<file path="src/rtl/axil_rd_arbiter_if.sv">
// AXI-lite read bundle: S_COUNT requester lanes plus one shared master lane.
// slave modport is the arbiter's view; master modport is the environment's.
interface axil_rd_arbiter_if #(
  parameter int S_COUNT    = 4,
  parameter int DATA_WIDTH = 32,
  parameter int ADDR_WIDTH = 32
);
  logic [S_COUNT*ADDR_WIDTH-1:0] s_axil_araddr;
  logic [S_COUNT*3-1:0]          s_axil_arprot;
  logic [S_COUNT-1:0]            s_axil_arvalid;
  logic [S_COUNT-1:0]            s_axil_arready;
  logic [S_COUNT*DATA_WIDTH-1:0] s_axil_rdata;
  logic [S_COUNT*2-1:0]          s_axil_rresp;
  logic [S_COUNT-1:0]            s_axil_rvalid;
  logic [S_COUNT-1:0]            s_axil_rready;
  logic [ADDR_WIDTH-1:0]         m_axil_araddr;
  logic [2:0]                    m_axil_arprot;
  logic                          m_axil_arvalid;
  logic                          m_axil_arready;
  logic [DATA_WIDTH-1:0]         m_axil_rdata;
  logic [1:0]                    m_axil_rresp;
  logic                          m_axil_rvalid;
  logic                          m_axil_rready;

  modport slave (
    input  s_axil_araddr, s_axil_arprot, s_axil_arvalid,
    output s_axil_arready,
    output s_axil_rdata, s_axil_rresp, s_axil_rvalid,
    input  s_axil_rready,
    output m_axil_araddr, m_axil_arprot, m_axil_arvalid,
    input  m_axil_arready,
    input  m_axil_rdata, m_axil_rresp, m_axil_rvalid,
    output m_axil_rready
  );

  modport master (
    output s_axil_araddr, s_axil_arprot, s_axil_arvalid,
    input  s_axil_arready,
    input  s_axil_rdata, s_axil_rresp, s_axil_rvalid,
    output s_axil_rready,
    input  m_axil_araddr, m_axil_arprot, m_axil_arvalid,
    output m_axil_arready,
    output m_axil_rdata, m_axil_rresp, m_axil_rvalid,
    input  m_axil_rready
  );
endinterface

</file>
<file path="src/rtl/axil_rd_arbiter.sv">
// Shares one AXI-lite read master among S_COUNT requesters, one read in flight.
// Ports: clk, rst (sync, high), bus (slave modport), busy, grant_index.
module axil_rd_arbiter #(
  parameter int S_COUNT         = 4,
  parameter int DATA_WIDTH      = 32,
  parameter int ADDR_WIDTH      = 32,
  parameter int ARB_ROUND_ROBIN = 1,
  localparam int GRANT_WIDTH    =
    (S_COUNT > 1) ? $clog2(S_COUNT) : 1
) (
  input  logic                   clk,
  input  logic                   rst,
  axil_rd_arbiter_if.slave       bus,
  output logic                   busy,
  output logic [GRANT_WIDTH-1:0] grant_index
);

  typedef enum logic [1:0] {
    IDLE, ADDR, DATA, RESP
  } state_t;

  state_t                        state;
  logic [GRANT_WIDTH-1:0]        last_grant;
  logic [GRANT_WIDTH-1:0]        win;
  logic                          any_req;
  int unsigned                   rr_idx;
  logic [ADDR_WIDTH-1:0]         sel_addr;
  logic [2:0]                    sel_prot;
  logic [S_COUNT-1:0]            arready;
  logic                          rready_g;
  logic [ADDR_WIDTH-1:0]         araddr_q;
  logic [2:0]                    arprot_q;
  logic                          arvalid_q;
  logic [S_COUNT*DATA_WIDTH-1:0] rdata_q;
  logic [S_COUNT*2-1:0]          rresp_q;
  logic [S_COUNT-1:0]            rvalid_q;

  // Descending scan: the last hit is the nearest index after last_grant
  // (round-robin) or the lowest index (fixed priority).
  always_comb begin
    win     = '0;
    rr_idx  = 0;
    any_req = |bus.s_axil_arvalid;
    if (ARB_ROUND_ROBIN != 0) begin
      for (int k = S_COUNT; k >= 1; k--) begin
        rr_idx = (int'(last_grant) + k) % S_COUNT;
        if (bus.s_axil_arvalid[GRANT_WIDTH'(rr_idx)])
          win = GRANT_WIDTH'(rr_idx);
      end
    end else begin
      for (int i = S_COUNT - 1; i >= 0; i--) begin
        if (bus.s_axil_arvalid[i])
          win = GRANT_WIDTH'(i);
      end
    end
  end

  always_comb begin
    sel_addr = '0;
    sel_prot = '0;
    arready  = '0;
    rready_g = 1'b0;
    for (int i = 0; i < S_COUNT; i++) begin
      if (GRANT_WIDTH'(i) == win) begin
        sel_addr = bus.s_axil_araddr[i*ADDR_WIDTH +: ADDR_WIDTH];
        sel_prot = bus.s_axil_arprot[i*3 +: 3];
        arready[i] = (state == IDLE) && any_req;
      end
      if (GRANT_WIDTH'(i) == grant_index)
        rready_g = bus.s_axil_rready[i];
    end
  end

  always_ff @(posedge clk) begin
    if (rst) begin
      state       <= IDLE;
      arvalid_q   <= 1'b0;
      araddr_q    <= '0;
      arprot_q    <= '0;
      rvalid_q    <= '0;
      rdata_q     <= '0;
      rresp_q     <= '0;
      grant_index <= '0;
      last_grant  <= GRANT_WIDTH'(S_COUNT - 1);
    end else begin
      unique case (state)
        IDLE: if (any_req) begin
          araddr_q    <= sel_addr;
          arprot_q    <= sel_prot;
          arvalid_q   <= 1'b1;
          grant_index <= win;
          state       <= ADDR;
        end
        ADDR: if (bus.m_axil_arready) begin
          arvalid_q <= 1'b0;
          state     <= DATA;
        end
        DATA: if (bus.m_axil_rvalid) begin
          for (int i = 0; i < S_COUNT; i++) begin
            if (GRANT_WIDTH'(i) == grant_index) begin
              rdata_q[i*DATA_WIDTH +: DATA_WIDTH] <= bus.m_axil_rdata;
              rresp_q[i*2 +: 2] <= bus.m_axil_rresp;
              rvalid_q[i]       <= 1'b1;
            end
          end
          state <= RESP;
        end
        RESP: if (rready_g) begin
          rvalid_q   <= '0;
          last_grant <= grant_index;
          state      <= IDLE;
        end
        default: state <= IDLE;
      endcase
    end
  end

  assign busy               = (state != IDLE);
  assign bus.s_axil_arready = arready;
  assign bus.s_axil_rdata   = rdata_q;
  assign bus.s_axil_rresp   = rresp_q;
  assign bus.s_axil_rvalid  = rvalid_q;
  assign bus.m_axil_araddr  = araddr_q;
  assign bus.m_axil_arprot  = arprot_q;
  assign bus.m_axil_arvalid = arvalid_q;
  assign bus.m_axil_rready  = (state == DATA);

endmodule
</file>
<file path="src/flat_wrapper.sv">
// flat-port wrapper written by rule: the top's interface ports become plain ports
module axil_rd_arbiter_flat 
#(
  parameter int S_COUNT         = 4,
  parameter int DATA_WIDTH      = 32,
  parameter int ADDR_WIDTH      = 32,
  parameter int ARB_ROUND_ROBIN = 1,
  localparam int GRANT_WIDTH    =
    (S_COUNT > 1) ? $clog2(S_COUNT) : 1
)
  (clk, rst, busy, grant_index, bus_s_axil_araddr, bus_s_axil_arprot, bus_s_axil_arvalid, bus_s_axil_arready, bus_s_axil_rdata, bus_s_axil_rresp, bus_s_axil_rvalid, bus_s_axil_rready, bus_m_axil_araddr, bus_m_axil_arprot, bus_m_axil_arvalid, bus_m_axil_arready, bus_m_axil_rdata, bus_m_axil_rresp, bus_m_axil_rvalid, bus_m_axil_rready);
  axil_rd_arbiter_if #(.S_COUNT(S_COUNT), .DATA_WIDTH(DATA_WIDTH), .ADDR_WIDTH(ADDR_WIDTH)) bus_i ();
  input  logic clk;
  input  logic rst;
  output logic busy;
  output logic [GRANT_WIDTH-1:0] grant_index;
  input wire logic [$bits(bus_i.s_axil_araddr)-1:0] bus_s_axil_araddr;
  input wire logic [$bits(bus_i.s_axil_arprot)-1:0] bus_s_axil_arprot;
  input wire logic [$bits(bus_i.s_axil_arvalid)-1:0] bus_s_axil_arvalid;
  output wire logic [$bits(bus_i.s_axil_arready)-1:0] bus_s_axil_arready;
  output wire logic [$bits(bus_i.s_axil_rdata)-1:0] bus_s_axil_rdata;
  output wire logic [$bits(bus_i.s_axil_rresp)-1:0] bus_s_axil_rresp;
  output wire logic [$bits(bus_i.s_axil_rvalid)-1:0] bus_s_axil_rvalid;
  input wire logic [$bits(bus_i.s_axil_rready)-1:0] bus_s_axil_rready;
  output wire logic [$bits(bus_i.m_axil_araddr)-1:0] bus_m_axil_araddr;
  output wire logic [$bits(bus_i.m_axil_arprot)-1:0] bus_m_axil_arprot;
  output wire logic [$bits(bus_i.m_axil_arvalid)-1:0] bus_m_axil_arvalid;
  input wire logic [$bits(bus_i.m_axil_arready)-1:0] bus_m_axil_arready;
  input wire logic [$bits(bus_i.m_axil_rdata)-1:0] bus_m_axil_rdata;
  input wire logic [$bits(bus_i.m_axil_rresp)-1:0] bus_m_axil_rresp;
  input wire logic [$bits(bus_i.m_axil_rvalid)-1:0] bus_m_axil_rvalid;
  output wire logic [$bits(bus_i.m_axil_rready)-1:0] bus_m_axil_rready;
  assign bus_i.s_axil_araddr = bus_s_axil_araddr;
  assign bus_i.s_axil_arprot = bus_s_axil_arprot;
  assign bus_i.s_axil_arvalid = bus_s_axil_arvalid;
  assign bus_s_axil_arready = bus_i.s_axil_arready;
  assign bus_s_axil_rdata = bus_i.s_axil_rdata;
  assign bus_s_axil_rresp = bus_i.s_axil_rresp;
  assign bus_s_axil_rvalid = bus_i.s_axil_rvalid;
  assign bus_i.s_axil_rready = bus_s_axil_rready;
  assign bus_m_axil_araddr = bus_i.m_axil_araddr;
  assign bus_m_axil_arprot = bus_i.m_axil_arprot;
  assign bus_m_axil_arvalid = bus_i.m_axil_arvalid;
  assign bus_i.m_axil_arready = bus_m_axil_arready;
  assign bus_i.m_axil_rdata = bus_m_axil_rdata;
  assign bus_i.m_axil_rresp = bus_m_axil_rresp;
  assign bus_i.m_axil_rvalid = bus_m_axil_rvalid;
  assign bus_m_axil_rready = bus_i.m_axil_rready;
  axil_rd_arbiter #(.S_COUNT(S_COUNT), .DATA_WIDTH(DATA_WIDTH), .ADDR_WIDTH(ADDR_WIDTH), .ARB_ROUND_ROBIN(ARB_ROUND_ROBIN)) u_core (.clk(clk), .rst(rst), .bus(bus_i), .busy(busy), .grant_index(grant_index));
endmodule
</file>
<file path="config.mk">
export PLATFORM = sky130hd
export DESIGN_NAME = axil_rd_arbiter_flat
export DESIGN_NICKNAME = d
export VERILOG_FILES = /design/src/rtl/axil_rd_arbiter_if.sv /design/src/rtl/axil_rd_arbiter.sv /design/src/flat_wrapper.sv
export SDC_FILE = /design/constraint.sdc
export NUM_CORES = 1
export LEC_CHECK = 0
export ABC_AREA = 1
export ABC_CLOCK_PERIOD_IN_PS = 2450
export CAP_MARGIN = 40
export CELL_PAD_IN_SITES_DETAIL_PLACEMENT = 0
export CELL_PAD_IN_SITES_GLOBAL_PLACEMENT = 1
export CORE_MARGIN = 3
export CORE_UTILIZATION = 29
export CTS_BUF_LIST = sky130_fd_sc_hd__clkbuf_8
export DETAILED_ROUTE_END_ITERATION = 16
export PLACE_DENSITY_LB_ADDON = 0.12
export SYNTH_ARGS = -nofsm -noshare
export SYNTH_HDL_FRONTEND = slang
export SYNTH_SLANG_ARGS = --single-unit
</file>
<file path="constraint.sdc">
create_clock -name clk -period 2.45 [get_ports clk]
set_input_delay 0.3675 -clock clk [delete_from_list [all_inputs] [get_ports clk]]
set_output_delay 0.3675 -clock clk [all_outputs]
set_load 0.05 [all_outputs]
</file>
==> qor.yml, run 1 <==
run_status:
  status: "finished clean"
synthesis:
  synth_area_mm2: 0.00799
  synth.avg_cell_area_um2: 7.12
  synthTopCellsByArea: "dfxtp_1 (46%), o21ai_0 (12%), a21oi_1 (9.2%)"
  yosysTopAreaCell: "dfxtp_1"
  synth_edf_count: 0
  synth_warnings: 0
  synthesis.nets: 1312
  ys_dominant_reg_cell: "dfxtp_1"
  syn_inst: 1121
  synthTopCellsByCount: "o21ai_0 (194), dfxtp_1 (182), inv_1 (156)"
  synth-async-reset-ratio_pct: 0
  synth_cell_types: 29
  yosysMostFrequentCell: "o21ai_0"
  seq_area_frac_synth_pct: 45.6
  synth_seq_cells: 182
  synth_top_area_share_pct: 45.6
placement:
  pre_cts_ws_ps: -70.4
  routabilityCongestion: 0.888
  buffer_ports.inserted: 369
  placed_area_mm2: 0.0122
  hpwl_um: 22200
  place_inst: 1800
routing:
  drt_wl_total_um: 29800
  wl_per_cell_um: 16.2
  drt-initial-drc-count: 443
  drc: 0
  num_vias: 8304
  antenna_left: 0
  viasPerCell: 4.52
  drtPass1Iterations: 4
final_layout:
  drive_above_1_share_pct: 9.09
  num-nets-final: 1674
  area_growth_pct: 60.9
  stdcell_area_mm2: 0.0129
  utilization_pct: 47.6
  layout.cells.non_filler: 1838
timing:
  final-max-slew-violation-count: 0
  slew-limit-headroom_pct: 58.5
  holdWs_ps: 445
  fmax_mhz: 414
  tightest_slew_ps: 620
  tns_ps: 0
  period_needed_ps: 2410
  hold_viol: 0
  fin_ws_ps: 35.3
  skew_ps: 22.4
  rsz0062_at_grt: "yes"
  setup_viol: 0
  fin_crit_sh_pct: 98.6
critical_path:
  required_ps: 2080
  r2r_slack_ps: 320
  worstPathMaxFanout: 5
  rr_endpoint: "u_core.bus.m_axil_araddr[7]"
  start_kind: "primary input"
  criticalPathCategory: "primary input to output pin"
  cp_data_arrival_time_ps: 2050
  cp-end-kind: "output pin"
  r2r_start: "u_core.last_grant[0]"
  r2r_cells: 17
flow_run:
  drv_cap: 0
global_route:
  grt_pass1_wl_um: 45800
  grtUsageTotal_pct: 19.6
  grt_start_max_net_pins: 89
  grt_antenna_before_repair: 1
  grt_pass1_vias: 8170
  gr-total-overflow: 0
power:
  ir_drop_mv: 0.443
  powerDensity_mw_per_mm2: 917
  combPwrFrac_pct: 50.3
  power_leakage_nw: 5.06
  seqPwrFrac_pct: 31.0
  p_sw_mw: 5.32
  finalPower_mw: 11.8
  p_sw_share_pct: 45.2
  p_clk_share_pct: 18.7
  p_int_mw: 6.46
hold_path:
  min_from: "u_core.bus.s_axil_rdata[20]"
  holdPathStages: 2
  hold_end: "u_core.bus.s_axil_rdata[20]"
  hp-class: "flop to flop"
floorplanning:
  core.rowCount: 60
  initial_core_util_pct: 29.5
  dieHeight_um: 172
  die-width_um: 172
  io_pins: 370
  coreArea_mm2: 0.0270
  die_area_mm2: 0.0296
clock_tree:
  cts_root_buf: "clkbuf_8"
  cts_sinks: 182
  htree_num_levels: 4
  clock_latency_ps: 460
  cts.hold.buffers_added: 0
  clock_path_buffers: 2
  tritoncts: "done"
  path_clk_slew_ps: 90
  cts_buffers: 17
cells by family (layout without fill, tap and decap cells):
group	count (synthesis)	in the layout	synth area share (%)
other cells	0	1	0
simple gates	341	341	18.8
compound gates	355	355	22.3
fa+ha+maj	5	5	0.783
buf+inv	238	613	12.5
flops	182	182	45.6
flip-flops by register name, summed over array words and instances, names as in the netlist:
signal,count
u_core.bus.m_axil_araddr,32
u_core.bus.m_axil_arprot,3
u_core.bus.m_axil_arvalid,1
u_core.bus.s_axil_rdata,128
u_core.bus.s_axil_rresp,8
u_core.bus.s_axil_rvalid,4
u_core.grant_index,2
u_core.last_grant,2
u_core.state,2
critical path, stage by stage:
cell,delay (ps)
clkdlybuf4s50_1,540
inv_1,100
nand2_4,70
nand3_2,60
nand2_1,90
inv_2,40
nand2_4,80
nand2_4,50
nand2_4,90
nand2_8,80
nor2_8,140
inv_4,50
nor2_4,130
buf_12,150
layer usage:
metal	share of wire, %	global-route usage, %	vias to the layer above
li1	-	-	4332
met1	42	23.6	3699
met2	49	34.2	258
met3	8.0	6.42	15
met4	1.2	4.41	0
met5	0	0	-
area by class of cell:
cell class / count / area, µm²
Fill cell: 2732 / 14200
Timing Repair Buffer: 418 / 4230
Sequential cell: 182 / 3650
Multi-Input combinational cell: 701 / 3480
Inverter: 163 / 629
Tap cell: 341 / 427
Clock buffer: 17 / 234
Clock inverter: 15 / 198
Antenna cell: 1 / 2.50
how the worst max path moves through the flow:
stage,from,endpoint,depth (start not counted)
2_1_floorplan,u_core.state[0],bus_s_axil_arready[0],7
3_3_place_gp,bus_s_axil_arvalid[3],bus_s_axil_arready[0],14
3_5_place_dp,bus_s_axil_arvalid[3],bus_s_axil_arready[0],14
4_1_cts,bus_s_axil_arvalid[1],bus_s_axil_arready[1],13
5_1_grt,u_core.last_grant[0],bus_s_axil_arready[0],13
6_report,bus_s_axil_arvalid[2],bus_s_axil_arready[0],14
placed cells by master (no fill, tap or decap), types with 2 or more instances in the layout:
master / Yosys / final
clkbuf_8: 0 / 17
nor2_1: 95 / 89
nand4_1: 10 / 10
a21oi_1: 147 / 147
clkdlybuf4s50_1: 0 / 361
nand3_1: 66 / 63
ha_1: 5 / 5
inv_2: 5 / 5
dfxtp_1: 182 / 180
buf_12: 0 / 14
o21ai_1: 11 / 10
inv_1: 156 / 152
nand3_2: 0 / 3
o21ai_0: 194 / 194
nor2_4: 1 / 6
clkinv_8: 0 / 4
clkinv_4: 0 / 2
dlymetal6s2s_1: 0 / 3
buf_4: 6 / 40
nand2_4: 4 / 12
nand2_2: 7 / 11
inv_4: 0 / 4
nand2_1: 151 / 139
inv_8: 1 / 4
o211ai_1: 2 / 2
inv_6: 0 / 4
power by group through the flow:
stage	registers, mW	clock network (mW)	logic (mW)
global placement	3.71	0	5.81
finish	3.66	2.20	5.92
detailed placement	3.72	0	5.82
floorplan	5.10	0	2.25
global route	3.72	2.41	6.46
CTS	3.66	2.30	5.90
repair_timing:
| item | in CTS | in global routing |
|---|---|---|
| setup endpoints to repair | 4 | 5 |
| pin swaps | 1 | 14 |
| resized for setup | 6 | 36 |
| buffers inserted | 3 | 2 |
Power figures use the tool's default switching activity.
==> run 2: changes to the inputs <==
--- a/config.mk
+++ b/config.mk
@@ -7,7 +7,6 @@
 export LEC_CHECK = 0
 export ABC_AREA = 1
 export ABC_CLOCK_PERIOD_IN_PS = 2450
-export CAP_MARGIN = 40
 export CELL_PAD_IN_SITES_DETAIL_PLACEMENT = 0
 export CELL_PAD_IN_SITES_GLOBAL_PLACEMENT = 1
 export CORE_MARGIN = 3
==> results of run 2 <==
Final layout, timing and power as in run 1 (identical DEF).
